===== config.mk =====
export PLATFORM = sky130hd
export DESIGN_NAME = apb2axi_rdf_reader_flat
export DESIGN_NICKNAME = d
export VERILOG_FILES = /design/src/rtl/apb2axi_rdf_reader_if.sv /design/src/rtl/apb2axi_rdf_reader.sv /design/src/flat_wrapper.sv
export SDC_FILE = /design/constraint.sdc
export NUM_CORES = 1
export LEC_CHECK = 0
export CELL_PAD_IN_SITES_DETAIL_PLACEMENT = 1
export CELL_PAD_IN_SITES_GLOBAL_PLACEMENT = 2
export CORE_ASPECT_RATIO = 1.1
export CORE_UTILIZATION = 29
export DETAILED_ROUTE_END_ITERATION = 7
export GPL_TIMING_DRIVEN = 0
export PLACE_DENSITY = 0.81
export SLEW_MARGIN = 0
export SYNTH_ARGS = -nofsm -noshare
export SYNTH_HDL_FRONTEND = slang
export SYNTH_SLANG_ARGS = --single-unit

===== constraint.sdc =====
create_clock -name pclk -period 2.1 [get_ports pclk]
set_input_delay 0.315 -clock pclk [delete_from_list [all_inputs] [get_ports pclk]]
set_output_delay 0.315 -clock pclk [all_outputs]
set_load 0.02 [all_outputs]

===== src/rtl/apb2axi_rdf_reader_if.sv =====
// Read Data FIFO consumer bus: RDF show-ahead head, APB-width word stream
// and per-burst completion summary.
interface apb2axi_rdf_reader_if #(
    parameter int unsigned TAG_W      = 4,
    parameter int unsigned APB_DATA_W = 32
);
    localparam int unsigned RDF_W = TAG_W + 64 + 1 + 2;

    logic                  rdf_valid;
    logic [RDF_W-1:0]      rdf_entry;
    logic                  rdf_pop;
    logic                  word_valid;
    logic                  word_ready;
    logic [APB_DATA_W-1:0] word_data;
    logic [TAG_W-1:0]      word_tag;
    logic                  word_last;
    logic [1:0]            word_resp;
    logic                  cpl_valid;
    logic [TAG_W-1:0]      cpl_tag;
    logic [7:0]            cpl_beats;
    logic [1:0]            cpl_resp;
    logic                  cpl_error;

    modport master (
        input  rdf_valid, rdf_entry, word_ready,
        output rdf_pop, word_valid, word_data, word_tag, word_last, word_resp,
               cpl_valid, cpl_tag, cpl_beats, cpl_resp, cpl_error
    );

    modport slave (
        output rdf_valid, rdf_entry, word_ready,
        input  rdf_pop, word_valid, word_data, word_tag, word_last, word_resp,
               cpl_valid, cpl_tag, cpl_beats, cpl_resp, cpl_error
    );
endinterface


===== src/rtl/apb2axi_rdf_reader.sv =====
// Pops 64-bit RDF beats, splits each into two 32-bit words and emits a
// one-cycle completion summary at every (real or forced) burst end.
module apb2axi_rdf_reader #(
    parameter int unsigned MAX_BEATS = 16,
    parameter bit          LO_FIRST  = 1'b1,
    parameter int unsigned TAG_W     = 4
) (
    input logic                  pclk,
    input logic                  presetn,
    apb2axi_rdf_reader_if.master bus
);
    typedef enum logic [1:0] {IDLE, W0, W1} state_t;

    state_t           state;
    logic [TAG_W-1:0] b_tag;
    logic [63:0]      b_data;
    logic             b_last;
    logic [1:0]       b_resp;

    logic             in_burst;
    logic [7:0]       beat_cnt;
    logic [TAG_W-1:0] burst_tag;
    logic [1:0]       worst_resp;
    logic             tag_mismatch;

    logic [TAG_W-1:0] e_tag;
    logic [63:0]      e_data;
    logic             e_last;
    logic [1:0]       e_resp;

    logic             take;
    logic [7:0]       cnt_next;
    logic             is_last;
    logic [1:0]       resp_next;
    logic             mism_next;
    logic [TAG_W-1:0] tag_next;

    assign {e_tag, e_data, e_last, e_resp} = bus.rdf_entry;

    // Pop is combinational so it lands on the same edge as the capture;
    // gated by presetn so nothing is popped while reset is held.
    assign take = presetn && bus.rdf_valid &&
                  (state == IDLE || (state == W1 && bus.word_ready));
    assign bus.rdf_pop = take;

    function automatic logic [31:0] half(input logic [63:0] d, input logic first);
        return (first == LO_FIRST) ? d[31:0] : d[63:32];
    endfunction

    always_comb begin
        cnt_next  = in_burst ? beat_cnt + 8'd1 : 8'd1;
        is_last   = b_last || (cnt_next == 8'(MAX_BEATS));
        resp_next = (!in_burst || b_resp > worst_resp) ? b_resp : worst_resp;
        mism_next = in_burst && (tag_mismatch || b_tag != burst_tag);
        tag_next  = in_burst ? burst_tag : b_tag;
    end

    always_ff @(posedge pclk or negedge presetn) begin
        if (!presetn) begin
            state          <= IDLE;
            b_tag          <= '0;
            b_data         <= '0;
            b_last         <= 1'b0;
            b_resp         <= '0;
            in_burst       <= 1'b0;
            beat_cnt       <= '0;
            burst_tag      <= '0;
            worst_resp     <= '0;
            tag_mismatch   <= 1'b0;
            bus.word_valid <= 1'b0;
            bus.word_data  <= '0;
            bus.word_tag   <= '0;
            bus.word_last  <= 1'b0;
            bus.word_resp  <= '0;
            bus.cpl_valid  <= 1'b0;
            bus.cpl_tag    <= '0;
            bus.cpl_beats  <= '0;
            bus.cpl_resp   <= '0;
            bus.cpl_error  <= 1'b0;
        end else begin
            bus.cpl_valid <= 1'b0;
            case (state)
                W0: if (bus.word_ready) begin
                    bus.word_data <= half(b_data, 1'b0);
                    bus.word_last <= is_last;
                    state         <= W1;
                end
                W1: if (bus.word_ready) begin
                    if (bus.word_last) begin
                        // Forced last (count hit MAX_BEATS without last) is the overflow case.
                        bus.cpl_valid <= 1'b1;
                        bus.cpl_tag   <= tag_next;
                        bus.cpl_beats <= cnt_next;
                        bus.cpl_resp  <= resp_next;
                        bus.cpl_error <= resp_next[1] | mism_next | ~b_last;
                        in_burst      <= 1'b0;
                        beat_cnt      <= '0;
                        worst_resp    <= '0;
                        tag_mismatch  <= 1'b0;
                    end else begin
                        in_burst      <= 1'b1;
                        burst_tag     <= tag_next;
                        beat_cnt      <= cnt_next;
                        worst_resp    <= resp_next;
                        tag_mismatch  <= mism_next;
                    end
                    state          <= IDLE;
                    bus.word_valid <= 1'b0;
                    bus.word_last  <= 1'b0;
                end
                default: ;
            endcase
            // A capture overrides the W1 fall-back to IDLE, giving back-to-back beats.
            if (take) begin
                b_tag          <= e_tag;
                b_data         <= e_data;
                b_last         <= e_last;
                b_resp         <= e_resp;
                bus.word_valid <= 1'b1;
                bus.word_data  <= half(e_data, 1'b1);
                bus.word_tag   <= e_tag;
                bus.word_resp  <= e_resp;
                bus.word_last  <= 1'b0;
                state          <= W0;
            end
        end
    end
endmodule


===== src/flat_wrapper.sv =====
// flat-port wrapper written by rule: the top's interface ports become plain ports
module apb2axi_rdf_reader_flat 
#(
    parameter int unsigned MAX_BEATS = 16,
    parameter bit          LO_FIRST  = 1'b1,
    parameter int unsigned TAG_W     = 4
)
  (pclk, presetn, bus_rdf_valid, bus_rdf_entry, bus_word_ready, bus_rdf_pop, bus_word_valid, bus_word_data, bus_word_tag, bus_word_last, bus_word_resp, bus_cpl_valid, bus_cpl_tag, bus_cpl_beats, bus_cpl_resp, bus_cpl_error);
  apb2axi_rdf_reader_if #(.TAG_W(TAG_W), .APB_DATA_W(32)) bus_i ();
  input logic pclk;
  input logic presetn;
  input wire logic [$bits(bus_i.rdf_valid)-1:0] bus_rdf_valid;
  input wire logic [$bits(bus_i.rdf_entry)-1:0] bus_rdf_entry;
  input wire logic [$bits(bus_i.word_ready)-1:0] bus_word_ready;
  output wire logic [$bits(bus_i.rdf_pop)-1:0] bus_rdf_pop;
  output wire logic [$bits(bus_i.word_valid)-1:0] bus_word_valid;
  output wire logic [$bits(bus_i.word_data)-1:0] bus_word_data;
  output wire logic [$bits(bus_i.word_tag)-1:0] bus_word_tag;
  output wire logic [$bits(bus_i.word_last)-1:0] bus_word_last;
  output wire logic [$bits(bus_i.word_resp)-1:0] bus_word_resp;
  output wire logic [$bits(bus_i.cpl_valid)-1:0] bus_cpl_valid;
  output wire logic [$bits(bus_i.cpl_tag)-1:0] bus_cpl_tag;
  output wire logic [$bits(bus_i.cpl_beats)-1:0] bus_cpl_beats;
  output wire logic [$bits(bus_i.cpl_resp)-1:0] bus_cpl_resp;
  output wire logic [$bits(bus_i.cpl_error)-1:0] bus_cpl_error;
  assign bus_i.rdf_valid = bus_rdf_valid;
  assign bus_i.rdf_entry = bus_rdf_entry;
  assign bus_i.word_ready = bus_word_ready;
  assign bus_rdf_pop = bus_i.rdf_pop;
  assign bus_word_valid = bus_i.word_valid;
  assign bus_word_data = bus_i.word_data;
  assign bus_word_tag = bus_i.word_tag;
  assign bus_word_last = bus_i.word_last;
  assign bus_word_resp = bus_i.word_resp;
  assign bus_cpl_valid = bus_i.cpl_valid;
  assign bus_cpl_tag = bus_i.cpl_tag;
  assign bus_cpl_beats = bus_i.cpl_beats;
  assign bus_cpl_resp = bus_i.cpl_resp;
  assign bus_cpl_error = bus_i.cpl_error;
  apb2axi_rdf_reader #(.MAX_BEATS(MAX_BEATS), .LO_FIRST(LO_FIRST), .TAG_W(TAG_W)) u_core (.pclk(pclk), .presetn(presetn), .bus(bus_i));
endmodule

==> flow_summary.json, run 1 <==
{
  "avgViaCountPerCell": 4.680,
  "combPwrFrac_pct": 43.0,
  "p_switching_w": 0.003524,
  "worst_path_max_delay_cell": "dfrtp_1",
  "p_per_area_nw_per_um2": 1377,
  "path_clk_slew_ns": 0.07,
  "max_freq_mhz": 503.7,
  "cts_tree": "built",
  "vias": 3964,
  "crit_required_ns": 1.78,
  "p_int_w": 0.005818,
  "fp-row-count": 48,
  "clock_power_share_pct": 18.7,
  "final_core_util_pct": 43.10,
  "synth.avg_cell_area_um2": 9.657,
  "place.gp.congestion": 0.7644,
  "irDropWorstVdd_uv": 543.3,
  "ant_nets": 0,
  "setup-violations-final": 0,
  "clkSinkCount": 107,
  "diodes": 0,
  "cts_max_level": 3,
  "clk_latency_ns": 0.35,
  "switching_share_pct": 37.72,
  "die_h_um": 135.4,
  "drive_gt1_share_pct": 9.119,
  "timing.hold.ws_ns": 0.4756,
  "grt_start_max_net_pins": 42,
  "grt_pass1_wl_um": 23040,
  "worstMarginPinSlew_ns": 0.5800,
  "max_slew_margin_pct": 61.04,
  "critPathLaunchType": "register",
  "antenna_found_initial": 0,
  "die_w_um": 123.3,
  "hold_viol": 0,
  "syn_to_final_growth_pct": 44.49,
  "fillerInstances": 1808,
  "cts_max_path_buffers": 2,
  "cts_made_buffers": 9,
  "dp_hpwl_um": 9987,
  "yosysSeqAreaShare_pct": 57.05,
  "cap_violations": 0,
  "netlist_area_um2": 4693,
  "cts-root-buf": "clkbuf_16",
  "period_share_pct": 94.55,
  "dieArea_um2": 16700,
  "path_class": "register to output pin",
  "drtIter0Drc": 92,
  "cp_max_fo": 2,
  "synth-seq-cells": 107,
  "dr.pass1.iters": 4,
  "io_buffers": 131,
  "yosysWarnings": 0,
  "grt_setup_unrepaired": "no",
  "syn_nets": 567,
  "hold_path.class": "register to register",
  "path_cells": "buf_4 > inv_1 > ha_2 > o211ai_4 > inv_4 > buf_8 > buf_6",
  "finClkSkew_ns": 0.007897,
  "power_leakage_nw": 3.258,
  "grt_pass1_vias": 4441,
  "core_area_um2": 15740,
  "slew_violations": 0,
  "cp-end-kind": "output pin",
  "nets": 724,
  "synth_cell_type_count": 33,
  "syn_inst": 486,
  "grt_overflow": 0,
  "pin_count": 132,
  "wirelength_um": 13830,
  "start_util_pct": 29.83,
  "drc": 0,
  "wire_per_inst_um": 16.33,
  "fin_crit_ns": 1.985,
  "slowest_delay_ns": 0.39,
  "grt_util_all_layers_pct": 17.98,
  "cp.arrival_ns": 1.67,
  "status": "finished, final reports clean",
  "seqPwrFrac_pct": 38.3
}
layout make-up:
class | instances | area [um^2] | share of cell area (%)
plain buffers | 25 | 143.9 | 2.122
clock buffers | 12 | 256.5 | 3.782
clock inverters | 3 | 47.55 | 0.7011
inverters | 8 | 32.53 | 0.4797
multi-input cells | 345 | 1872 | 27.60
flip-flops and latches | 107 | 2678 | 39.48
well taps | 200 | 250.2 | 3.690
repair buffers | 147 | 1501 | 22.14
cell usage in the layout, fill, tap and decap left out, types with 2 or more instances in the layout:
cell             netlist  final
buf_2                  9      7
and2_1                 3      2
clkdlybuf4s50_1        0    129
mux2_2                 4      4
a21boi_2               2      2
nor3_1                 4      4
inv_1                  7      6
buf_4                  1      9
nand2_1              187    187
clkbuf_16              0      9
ha_1                   6      4
nand3_1                6      6
a21oi_1                8      8
or3_1                  2      2
xor2_1                 2      2
o31ai_1                4      4
dfrtp_1              107    107
buf_6                  3      5
nor2_1                13     13
clkbuf_2               0      3
buf_12                 0      3
a22o_1                 2      2
mux2i_1               38     38
clkbuf_1              13     10
clkinv_4               0      2
nand2b_1               2      2
o21ai_0               47     46
dlygate4sd3_1          0      4
xnor2_1                6      6
clkbuf_8               0      2
stage by stage:
stage,total power [W],cell area [um^2],cells,worst slack [ns],TNS (ns)
final,0.009341,6782,847,0.1146,0
after global routing,0.01003,6782,847,0.003524,0
after CTS,0.009465,6780,848,0.01066,0
after detailed placement,0.007525,6284,818,-0.7145,-10.39
after global placement,0.007366,6255,817,-4.632,-695.04
after floorplan,0.005684,4693,486,0.3637,0
power groups by stage:
stage	sequential, W	clock [W]	combinational [W]
2_1_floorplan	0.00401	0	0.00167
3_3_place_gp	0.00357	0	0.00379
3_5_place_dp	0.00362	0	0.00391
4_1_cts	0.00360	0.00181	0.00406
5_1_grt	0.00371	0.00188	0.00444
6_report	0.00358	0.00174	0.00402
registers in the layout (all words and copies together), names as in the netlist:
name                   flops
u_core.bus.cpl_valid       1
u_core.burst_tag           4
u_core.b_last              1
u_core.bus.cpl_error       1
u_core.bus.cpl_tag         4
u_core.bus.word_last       1
u_core.bus.cpl_resp        2
u_core.bus.word_tag        4
u_core.bus.word_resp       2
u_core.worst_resp          2
u_core.beat_cnt            8
u_core.b_data             32
u_core.bus.word_valid      1
u_core.bus.cpl_beats       8
u_core.tag_mismatch        1
u_core.in_burst            1
u_core.state               2
u_core.bus.word_data      32
worst paths after layout:
kind / startpoint / end / slack [ns] / cells past startpoint
setup / recovery: u_core.state[1] / bus_rdf_pop / 0.11 / 7
hold / removal: u_core.bus.cpl_beats[1] / u_core.bus.cpl_beats[1] / 0.48 / 2
setup reg to reg: u_core.bus.word_resp[1] / u_core.bus.cpl_error / 0.16 / 6
hold reg to reg: u_core.bus.cpl_beats[1] / u_core.bus.cpl_beats[1] / 0.48 / 2
max in group asynchronous: presetn / u_core.bus.word_data[6] / 0.62 / 4
min in group asynchronous: presetn / u_core.beat_cnt[1] / 0.50 / 3
layer usage:
metal  up-vias  track usage (%)  share of wire [%]
met2       102            30.35                 49
met5         -                0                  0
met4         0            5.622                1.3
li1       1901                -                  -
met1      1950            22.17                 43
met3        11            4.840                6.3
repair_timing:
item / CTS / global route
hold buffers: 7 / 0
pin swaps: 2 / 2
hold endpoints to repair: 30 / 0
resized for setup: 15 / 11
buffers inserted: 8 / 0
setup endpoints to repair: 42 / 23
logic make-up (layout without fill, tap and decap cells):
kind of cell	count (synthesis)	in the layout	share of synthesized area [%]
XOR/XNOR	8	8	1.493
flip-flops	107	107	57.05
AND/OR/NAND/NOR	222	222	18.85
adder cells (fa/ha/maj)	6	6	1.600
multiplexers	42	42	9.064
AO/OA/AOI/OAI	67	67	8.425
buffers and inverters	34	195	3.519
cell usage after synthesis:
cell / number / area (um^2)
nand2_1: 187 / 701.9
dfrtp_1: 107 / 2678
o21ai_0: 47 / 235.2
mux2i_1: 38 / 380.4
clkbuf_1: 13 / 48.80
nor2_1: 13 / 48.80
buf_2: 9 / 45.04
a21oi_1: 8 / 40.04
inv_1: 7 / 26.28
ha_1: 6 / 75.07
nand3_1: 6 / 30.03
xnor2_1: 6 / 52.55
mux2_2: 4 / 45.04
nor3_1: 4 / 20.02
o31ai_1: 4 / 30.03
and2_1: 3 / 18.77
buf_6: 3 / 33.78
a21boi_2: 2 / 22.52
a22o_1: 2 / 17.52
nand2b_1: 2 / 12.51
or3_1: 2 / 12.51
xor2_1: 2 / 17.52
a32o_1: 1 / 10.01
a41o_1: 1 / 10.01
a41oi_1: 1 / 8.760
buf_4: 1 / 7.510
inv_2: 1 / 3.750
nand3_2: 1 / 10.01
nor2b_1: 1 / 6.260
nor4b_1: 1 / 8.760
o211ai_4: 1 / 21.27
or2_2: 1 / 6.260
or3b_2: 1 / 8.760
critical path: cells and delay by family (launching register included):
kind / cells / cell delay (ns)
AOI/OAI and AO/OA: 1 / 0.25
DFF: 1 / 0.39
buffers and inverters: 5 / 0.48
adders and majority gates: 1 / 0.19
Note: power is estimated with default switching activity, not from simulation.
==> inputs of run 2 (changes only) <==
--- a/config.mk
+++ b/config.mk
@@ -5,6 +5,7 @@
 export SDC_FILE = /design/constraint.sdc
 export NUM_CORES = 1
 export LEC_CHECK = 0
+export CAP_MARGIN = 20
 export CELL_PAD_IN_SITES_DETAIL_PLACEMENT = 1
 export CELL_PAD_IN_SITES_GLOBAL_PLACEMENT = 2
 export CORE_ASPECT_RATIO = 1.1
==> results of run 2 <==
No change in the layout: final DEF, timing and power equal those of run 1.
